$ cat src/rtl/fsm_ab_pkg.sv
// Shared types and decode helpers for the a/b initiator and its responder shadow.
package fsm_ab_pkg;

    typedef enum logic [2:0] {
        IDLE,
        FIRE,
        GAP,
        ARM,
        HOLD,
        RELEASE,
        ERR
    } init_state_t;

    typedef enum logic [1:0] {
        S0,
        S1,
        S2
    } resp_state_t;

    localparam logic OP_FIRE = 1'b0;
    localparam logic OP_ARM  = 1'b1;

    // {a,b} driven while sitting in a given initiator state
    function automatic logic [1:0] ab_of(input init_state_t s);
        case (s)
            FIRE:         ab_of = 2'b11;
            ARM, RELEASE: ab_of = 2'b10;
            default:      ab_of = 2'b00;
        endcase
    endfunction

    // Responder state implied by the initiator state
    function automatic resp_state_t shadow_of(input init_state_t s);
        case (s)
            GAP:           shadow_of = S2;
            HOLD, RELEASE: shadow_of = S1;
            default:       shadow_of = S0;
        endcase
    endfunction

    // Moore ready the responder presents in a given state
    function automatic logic ready_of(input resp_state_t r);
        ready_of = (r == S0) || (r == S1);
    endfunction

endpackage

$ cat src/rtl/ab_cycle_counter.sv
// Up-counter with synchronous clear, enable and a terminal-count flag.
module ab_cycle_counter #(
    parameter int unsigned W        = 4,
    parameter int unsigned TERMINAL = 0
) (
    input  logic clk,
    input  logic rst,
    input  logic clr,
    input  logic en,
    output logic tc_c
);

    logic [W-1:0] cnt;

    always_ff @(posedge clk or posedge rst) begin
        if (rst) begin
            cnt <= '0;
        end else if (clr) begin
            cnt <= '0;
        end else if (en) begin
            cnt <= cnt + W'(1);
        end
    end

    assign tc_c = (cnt == W'(TERMINAL));

endmodule

$ cat src/rtl/fsm_ab_initiator.sv
// Initiator side of the a/b -> y0/y1 handshake: sequences FIRE/ARM commands,
// checks the responder flags against a shadow of its state, counts completions.
module fsm_ab_initiator
    import fsm_ab_pkg::*;
#(
    parameter int unsigned HOLD_CYC    = 3,
    parameter int unsigned TIMEOUT_CYC = 15,
    parameter int unsigned CNT_W       = 8
) (
    input  logic             clk,
    input  logic             rst,
    input  logic             cmd_valid,
    input  logic             cmd_op,
    output logic             cmd_ready,
    output logic             a,
    output logic             b,
    input  logic             y0,
    input  logic             y1,
    output logic             done,
    output logic             err,
    output logic [CNT_W-1:0] txn_cnt
);

    localparam int unsigned HCNT_W = $clog2(HOLD_CYC) + 1;
    localparam int unsigned TCNT_W = $clog2(TIMEOUT_CYC) + 1;

    init_state_t state;
    init_state_t next_state;
    resp_state_t shadow;
    logic        y1_exp;
    logic        complete;
    logic        h_clr;
    logic        h_en;
    logic        h_tc_c;
    logic        t_clr;
    logic        t_en;
    logic        t_tc_c;

    // State register
    always_ff @(posedge clk or posedge rst) begin
        if (rst) begin
            state <= IDLE;
        end else begin
            state <= next_state;
        end
    end

    assign cmd_ready = (state == IDLE) && y1 && !err;
    assign y1_exp    = ready_of(shadow);

    // Next-state and protocol checks; flags are sampled in the cycle the state drives a/b
    always_comb begin
        next_state = state;
        complete   = 1'b0;
        h_clr      = 1'b1;
        h_en       = 1'b0;
        t_clr      = 1'b1;
        t_en       = 1'b0;
        case (state)
            IDLE: begin
                if (cmd_valid && cmd_ready) begin
                    case (cmd_op)
                        OP_FIRE: next_state = FIRE;
                        OP_ARM:  next_state = ARM;
                        default: next_state = FIRE;
                    endcase
                end else if (cmd_valid && !y1) begin
                    t_clr = 1'b0;
                    t_en  = 1'b1;
                    if (t_tc_c) begin
                        next_state = ERR;
                    end
                end
            end
            FIRE: begin
                next_state = (y0 && (y1 == y1_exp)) ? GAP : ERR;
            end
            GAP: begin
                if (y1 == y1_exp) begin
                    next_state = IDLE;
                    complete   = 1'b1;
                end else begin
                    next_state = ERR;
                end
            end
            ARM: begin
                next_state = (!y0 && (y1 == y1_exp)) ? HOLD : ERR;
            end
            HOLD: begin
                h_clr = 1'b0;
                h_en  = 1'b1;
                if (y1 != y1_exp) begin
                    next_state = ERR;
                end else if (h_tc_c) begin
                    next_state = RELEASE;
                end
            end
            RELEASE: begin
                if (!y0 && (y1 == y1_exp)) begin
                    next_state = IDLE;
                    complete   = 1'b1;
                end else begin
                    next_state = ERR;
                end
            end
            ERR: begin
                next_state = ERR;
            end
            default: begin
                next_state = ERR;
            end
        endcase
    end

    ab_cycle_counter #(
        .W        (HCNT_W),
        .TERMINAL (HOLD_CYC - 1)
    ) u_hold_cnt (
        .clk  (clk),
        .rst  (rst),
        .clr  (h_clr),
        .en   (h_en),
        .tc_c (h_tc_c)
    );

    ab_cycle_counter #(
        .W        (TCNT_W),
        .TERMINAL (TIMEOUT_CYC - 1)
    ) u_timeout_cnt (
        .clk  (clk),
        .rst  (rst),
        .clr  (t_clr),
        .en   (t_en),
        .tc_c (t_tc_c)
    );

    // Output decode, registered from next_state so a/b always match the state register
    always_ff @(posedge clk or posedge rst) begin
        if (rst) begin
            a       <= 1'b0;
            b       <= 1'b0;
            done    <= 1'b0;
            err     <= 1'b0;
            txn_cnt <= '0;
            shadow  <= S0;
        end else begin
            {a, b}  <= ab_of(next_state);
            shadow  <= shadow_of(next_state);
            done    <= complete;
            err     <= err | (next_state == ERR);
            if (complete) begin
                txn_cnt <= txn_cnt + CNT_W'(1);
            end
        end
    end

endmodule

$ cat config.mk
export PLATFORM = sky130hd
export DESIGN_NAME = fsm_ab_initiator
export DESIGN_NICKNAME = d
export VERILOG_FILES = /design/src/rtl/fsm_ab_pkg.sv /design/src/rtl/ab_cycle_counter.sv /design/src/rtl/fsm_ab_initiator.sv
export SDC_FILE = /design/constraint.sdc
export NUM_CORES = 1
export LEC_CHECK = 0
export BUFFER_PORTS_ARGS = -buffer_cell sky130_fd_sc_hd__buf_2
export CORE_UTILIZATION = 50
export DETAILED_ROUTE_END_ITERATION = 12
export GPL_ROUTABILITY_DRIVEN = 0
export HOLD_SLACK_MARGIN = 0.05
export PLACE_DENSITY = 0.7
export SLEW_MARGIN = 30
export SYNTH_ARGS = -nofsm -noshare
export SYNTH_HDL_FRONTEND = slang
export SYNTH_HIERARCHICAL = 1
export SYNTH_SLANG_ARGS = --single-unit
$ cat constraint.sdc
create_clock -name clk -period 3.07 [get_ports clk]
set_input_delay 0.1535 -clock clk [delete_from_list [all_inputs] [get_ports clk]]
set_output_delay 0.1535 -clock clk [all_outputs]
set_load 0.005 [all_outputs]
Yosys cells after proc, flatten, opt, wreduce, memory -nomap -nowiden
Index checks and enable logic that the tools add are counted.
W data, S select, Z words.
{"block": "classes", "mux": 27, "bitwise": 2, "n_reduce_logical": 15, "eq_ne": 17, "n_addsub": 3}
{"op": "$mux W3", "n": 10}
{"op": "$pmux W3 S6", "n": 1}
{"op": "$eq A3 B2 Y1 const B", "n": 5}
{"op": "$eq A3 B3 Y1 const B", "n": 5}
{"op": "$mux W5", "n": 2}
{"op": "$mux W1", "n": 9}
{"op": "$add A8 B1 Y8 const B", "n": 1}
{"op": "$pmux W2 S2", "n": 2}
{"op": "$eq A3 B1 Y1 const B", "n": 2}
{"op": "$logic_and A1 B1 Y1", "n": 6}
{"op": "$pmux W3 S2", "n": 1}
{"op": "$add A5 B1 Y5 const B", "n": 1}
{"op": "$eq A5 B4 Y1 const B", "n": 1}
{"op": "$reduce_or A2 Y1", "n": 2}
{"op": "$add A3 B1 Y3 const B", "n": 1}
{"op": "$logic_not A1 Y1", "n": 3}
{"op": "$logic_not A3 Y1", "n": 1}
{"op": "$eq A2 B1 Y1 const B", "n": 1}
{"op": "$logic_not A2 Y1", "n": 1}
{"op": "$mux W2", "n": 1}
{"op": "$ne A2 B2 Y1 const B", "n": 1}
{"op": "$pmux W1 S2", "n": 1}
{"op": "$reduce_bool A2 Y1", "n": 1}
{"op": "$eq A1 B1 Y1", "n": 1}
{"op": "other kinds (4)", "n": 4}
{"block": "totals", "out_inout_bits": 13, "ff_bits": 25}

Longest topological paths before layout
{"block": "depth", "ltp_word": 9, "depth_mapped": 7}

Hierarchy
The synthesis kept the hierarchy.
{"module": "fsm_ab_initiator", "cells_per_inst": 69, "seq_area_each_um2": 400.4, "area_per_inst_um2": 774.5, "n_inst": 1}
{"module": "ab_cycle_counter at u_timeout_cnt", "cells_per_inst": 26, "seq_area_each_um2": 125.1, "area_per_inst_um2": 300.3, "n_inst": 1}
{"module": "ab_cycle_counter at u_hold_cnt", "cells_per_inst": 15, "seq_area_each_um2": 75.1, "area_per_inst_um2": 160.2, "n_inst": 1}

Least setup slack after synthesis
No wires, ideal clock.
{"block": "synth_timing", "path_kind": "register -> register", "start": "reg state[1]", "end": "reg u_timeout_cnt.cnt[3]", "arrival_time_ns": 1.579, "slack_ns": 1.366, "n_path_buf": 2, "path_stages_with_launch": 8, "t_required_ns": 2.945, "synth_period_minus_slack_ns": 1.704, "cell_sequence": "dfrtp_1 -> buf_4 -> nor3_1 -> nand2_1 -> inv_1 -> buf_6 -> nand4_2 -> mux2_4"}
{"block": "synth_via", "elab_chain_len": 7, "word_cells_on_any_way": 10, "cone_classes": "mux: 5; reduce/logical: 5"}
{"element": "start, declared", "line_no": "fsm_ab_initiator.sv:27", "rtl": "init_state_t state;"}
{"element": "start signal, assigned", "line_no": "fsm_ab_initiator.sv:44", "rtl": "state <= next_state;"}
{"element": "$logic_not A3 Y1 (*)", "line_no": "fsm_ab_initiator.sv:48, fsm_ab_initiator.sv:59"}
{"element": "$logic_and A1 B1 Y1 (2 in series)", "line_no": "fsm_ab_initiator.sv:48", "rtl": "assign cmd_ready = (state == IDLE) && y1 && !err;"}
{"element": "$logic_and A1 B1 Y1", "line_no": "fsm_ab_initiator.sv:61", "rtl": "if (cmd_valid && cmd_ready) begin"}
{"element": "$mux W1", "line_no": "fsm_ab_initiator.sv:61"}
{"element": "$mux W1 (*)", "line_no": "fsm_ab_initiator.sv:59", "rtl": "case (state)"}
{"element": "via t_clr", "line_no": "fsm_ab_initiator.sv:35", "rtl": "logic t_clr;"}
{"element": "$mux W5 or $reduce_bool A2 Y1 (tied branches)"}
{"element": "end signal, assigned", "line_no": "ab_cycle_counter.sv:21", "rtl": "cnt <= cnt + W'(1);"}
{"element": "end, declared", "line_no": "ab_cycle_counter.sv:13", "rtl": "logic [W-1:0] cnt;"}
The timed path passes the listed nets; every way through them passes the cells marked *.
A chain may end at the register's enable or synchronous reset.

Worst setup path in the final report
Same ends and word-level chain as after synthesis.

==> flow_metrics.py <==
metrics = {
    "pwr": {
        "internal_power_uw": 397,
        "sequentialPowerShare_pct": 65.3,
        "power.switching_uw": 124,
        "ir_drop_v": 0.000321,
        "p_per_area_nw_per_um2": 379,
        "p_total_uw": 522,
        "sw_frac_of_total_pct": 23.8,
        "power_frac_clock_pct": 25.3,
        "combPwrFrac_pct": 9.4,
        "leakage_uw": 0.000681,
    },
    "clocking": {
        "clk_path_buf_depth": 2,
        "clk_pin_slew_ns": 0.12,
        "clock-root-buffer": "clkbuf_4",
        "clkLatencyLatePin_ns": 0.30,
        "cts_tree": "yes",
        "clock_sinks": 24,
        "cts_resized": 0,
        "cts_made_buffers": 3,
        "ctsHtreeMaxLevel": 1,
    },
    "global_routing": {
        "grt_max_degree": 17,
        "gr-total-overflow": 0,
        "grt_first_pass_wirelength_mm": 3.68,
        "grt_pass1_vias": 860,
        "grt_usage_pct": 18.7,
        "antenna_found_initial": 0,
    },
    "min_path": {
        "hold_start": "y0",
        "hold_path.class": "in -> reg",
    },
    "sta": {
        "hold_ws_ns": 0.146,
        "slew_viol_final": 0,
        "grt_setup_unrepaired": "no",
        "finalSetupViolCount": 0,
        "worst_slack_ns": 1.18,
        "tns_ns": 0,
        "fin_crit_sh_pct": 61.7,
        "period_minus_slack_ns": 1.89,
        "slew_headroom_pct": 58.0,
        "tightest_slew_ns": 0.630,
        "fin_skew_ns": 0.00161,
        "hold_viol": 0,
        "max_freq_ghz": 0.528,
    },
    "die": {
        "die-area_um2": 2670,
        "die_h_um": 51.7,
        "die_x_um": 51.7,
        "num_rows": 17,
        "io_pins": 19,
        "core_um2": 2280,
        "initial_utilization_pct": 54.3,
    },
    "detailed_routing": {
        "routed_wirelength_mm": 2.07,
        "first_iter_violations": 11,
        "drc_errors": 0,
        "detail_route.wl_per_cell_um": 13.1,
        "antenna_left": 0,
        "via_per_inst": 5.42,
        "via_count": 856,
        "firstDrtPassIters": 3,
    },
    "final_layout": {
        "antenna_cells": 0,
        "stdcell_area_um2": 1380,
        "area_growth_pct": 11.4,
        "layout_commonest_cell": "dfrtp_1",
        "layout_common_cells": "dfrtp_1, buf_2, xnor2_1",
        "fin_nets": 143,
        "fill_cells": 190,
        "final_layout_size_suffix_gt1_share_pct": 22.3,
    },
    "critical_path": {
        "required_ns": 3.27,
        "crit_fanout": 9,
        "worst-setup-path-type": "reg -> reg",
        "setup.worst_path.start_class": "flip-flop",
        "critPathLaunch": "state[1]$_DFF_PP0_",
        "arrival_ns": 2.09,
        "critPathCaptureType": "flip-flop",
        "worstReg2RegStart": "state[1]$_DFF_PP0_",
    },
    "synthesis": {
        "yosysWarnings": 6,
        "synth_nets": 121,
        "syn_avg_cell_area_um2": 11.2,
        "async_flop_share_pct": 100,
        "ys_seq_elements": 24,
        "syn-cell-area_um2": 1230,
        "synth-edff-count": 0,
        "yosysSeqAreaShare_pct": 48.6,
        "yosysUniqueCellTypes": 35,
        "synthFlopType": "dfrtp_1",
        "postSynthCellCount": 110,
    },
    "run_status": {
        "status": "finished, final reports clean",
    },
    "job": {
        "cap_violations": 0,
    },
    "placement": {
        "io_buffer_count": 18,
        "hpwl_mm": 1.58,
        "placed_cell_area_um2": 1330,
        "place_ws_ns": 1.20,
    },
}
## what timing repair did
item	4_1_cts	5_1_grt
buffers inserted	0	0
hold buffers	2	0
endpoints found under the hold margin	25	0
## final timing paths
kind                                                    end  slack [ns]  depth (start not counted)
max                        u_timeout_cnt/cnt[3]$_DFFE_PP0P_        1.18                          5
min                                     shadow[1]$_DFF_PP0_        0.15                          2
max reg2reg                u_timeout_cnt/cnt[3]$_DFFE_PP0P_        1.18                          5
min reg2reg                          txn_cnt[7]$_DFFE_PP0P_        0.48                          1
max in group asynchronous            txn_cnt[3]$_DFFE_PP0P_        2.19                          3
min in group asynchronous     u_hold_cnt/cnt[0]$_DFFE_PP0P_        0.26                          3
## power by group through the flow
stage	logic, uW	registers [uW]	clock network, uW
after detailed placement	48.2	346	0
after global routing	55.8	342	153
after CTS	50.6	340	138
after floorplan	24.4	346	0
final	49.2	341	132
after global placement	47.6	345	0
## cells in the mapped netlist (3+ instances only)
cell type / n / area, um2
dfrtp_1: 24 / 601
xnor2_1: 9 / 78.8
inv_1: 8 / 30.0
nor2_1: 8 / 30.0
nand2_1: 6 / 22.5
ha_1: 5 / 62.6
o21ai_0: 5 / 25.0
nand4_1: 4 / 25.0
nor2b_1: 4 / 25.0
a211oi_1: 3 / 22.5
a21oi_1: 3 / 15.0
nand3b_1: 3 / 22.5
## state kept, by name, summed over array words and instances, names as in the netlist
name and flops:
txn_cnt 8, u_timeout_cnt/cnt 5, state 3, u_hold_cnt/cnt 3, a 1, b 1, done 1, err 1
shadow 1
## per-layer routing
| metal | wire (um) | track usage [%] |
|---|---|---|
| met2 | 945 | 28.8 |
| met4 | 13 | 6.31 |
| met1 | 1070 | 26.4 |
| met5 | 0 | 0 |
| met3 | 38 | 3.80 |
## critical path: stages (launching register included)
cell,delay [ns]
dfrtp_1,0.47
nor3_1,0.34
nand2_1,0.25
inv_1,0.27
nand4_2,0.15
mux2_4,0.31
## area by class of cell
class,count,area [um2],area share [%]
clock buffers,3,22.5,1.64
flip-flops and latches,24,601,43.6
repair buffers,20,110,8.00
well taps,28,35.0,2.55
inverters,8,30.0,2.18
multi-input cells,75,578,42.0
## kinds of logic (layout without fill, tap and decap cells)
group	Yosys count	in the layout	share of synthesized area, %
AND/OR/NAND/NOR	37	37	18.8
flip-flops	24	24	48.6
AO/OA/AOI/OAI	19	19	11.1
XOR/XNOR	11	11	8.41
buffers and inverters	11	31	4.56
adder cells (fa/ha/maj)	5	5	5.07
multiplexers	3	3	3.34
## per-stage QoR
stage               std cells  utilization, %
floorplan                 110               -
finish                    158            60.5
global placement          153            58.6
detailed placement        153            58.6
CTS                       158            60.5
global route              158            60.5
Note: power is estimated with default switching activity, not from simulation.
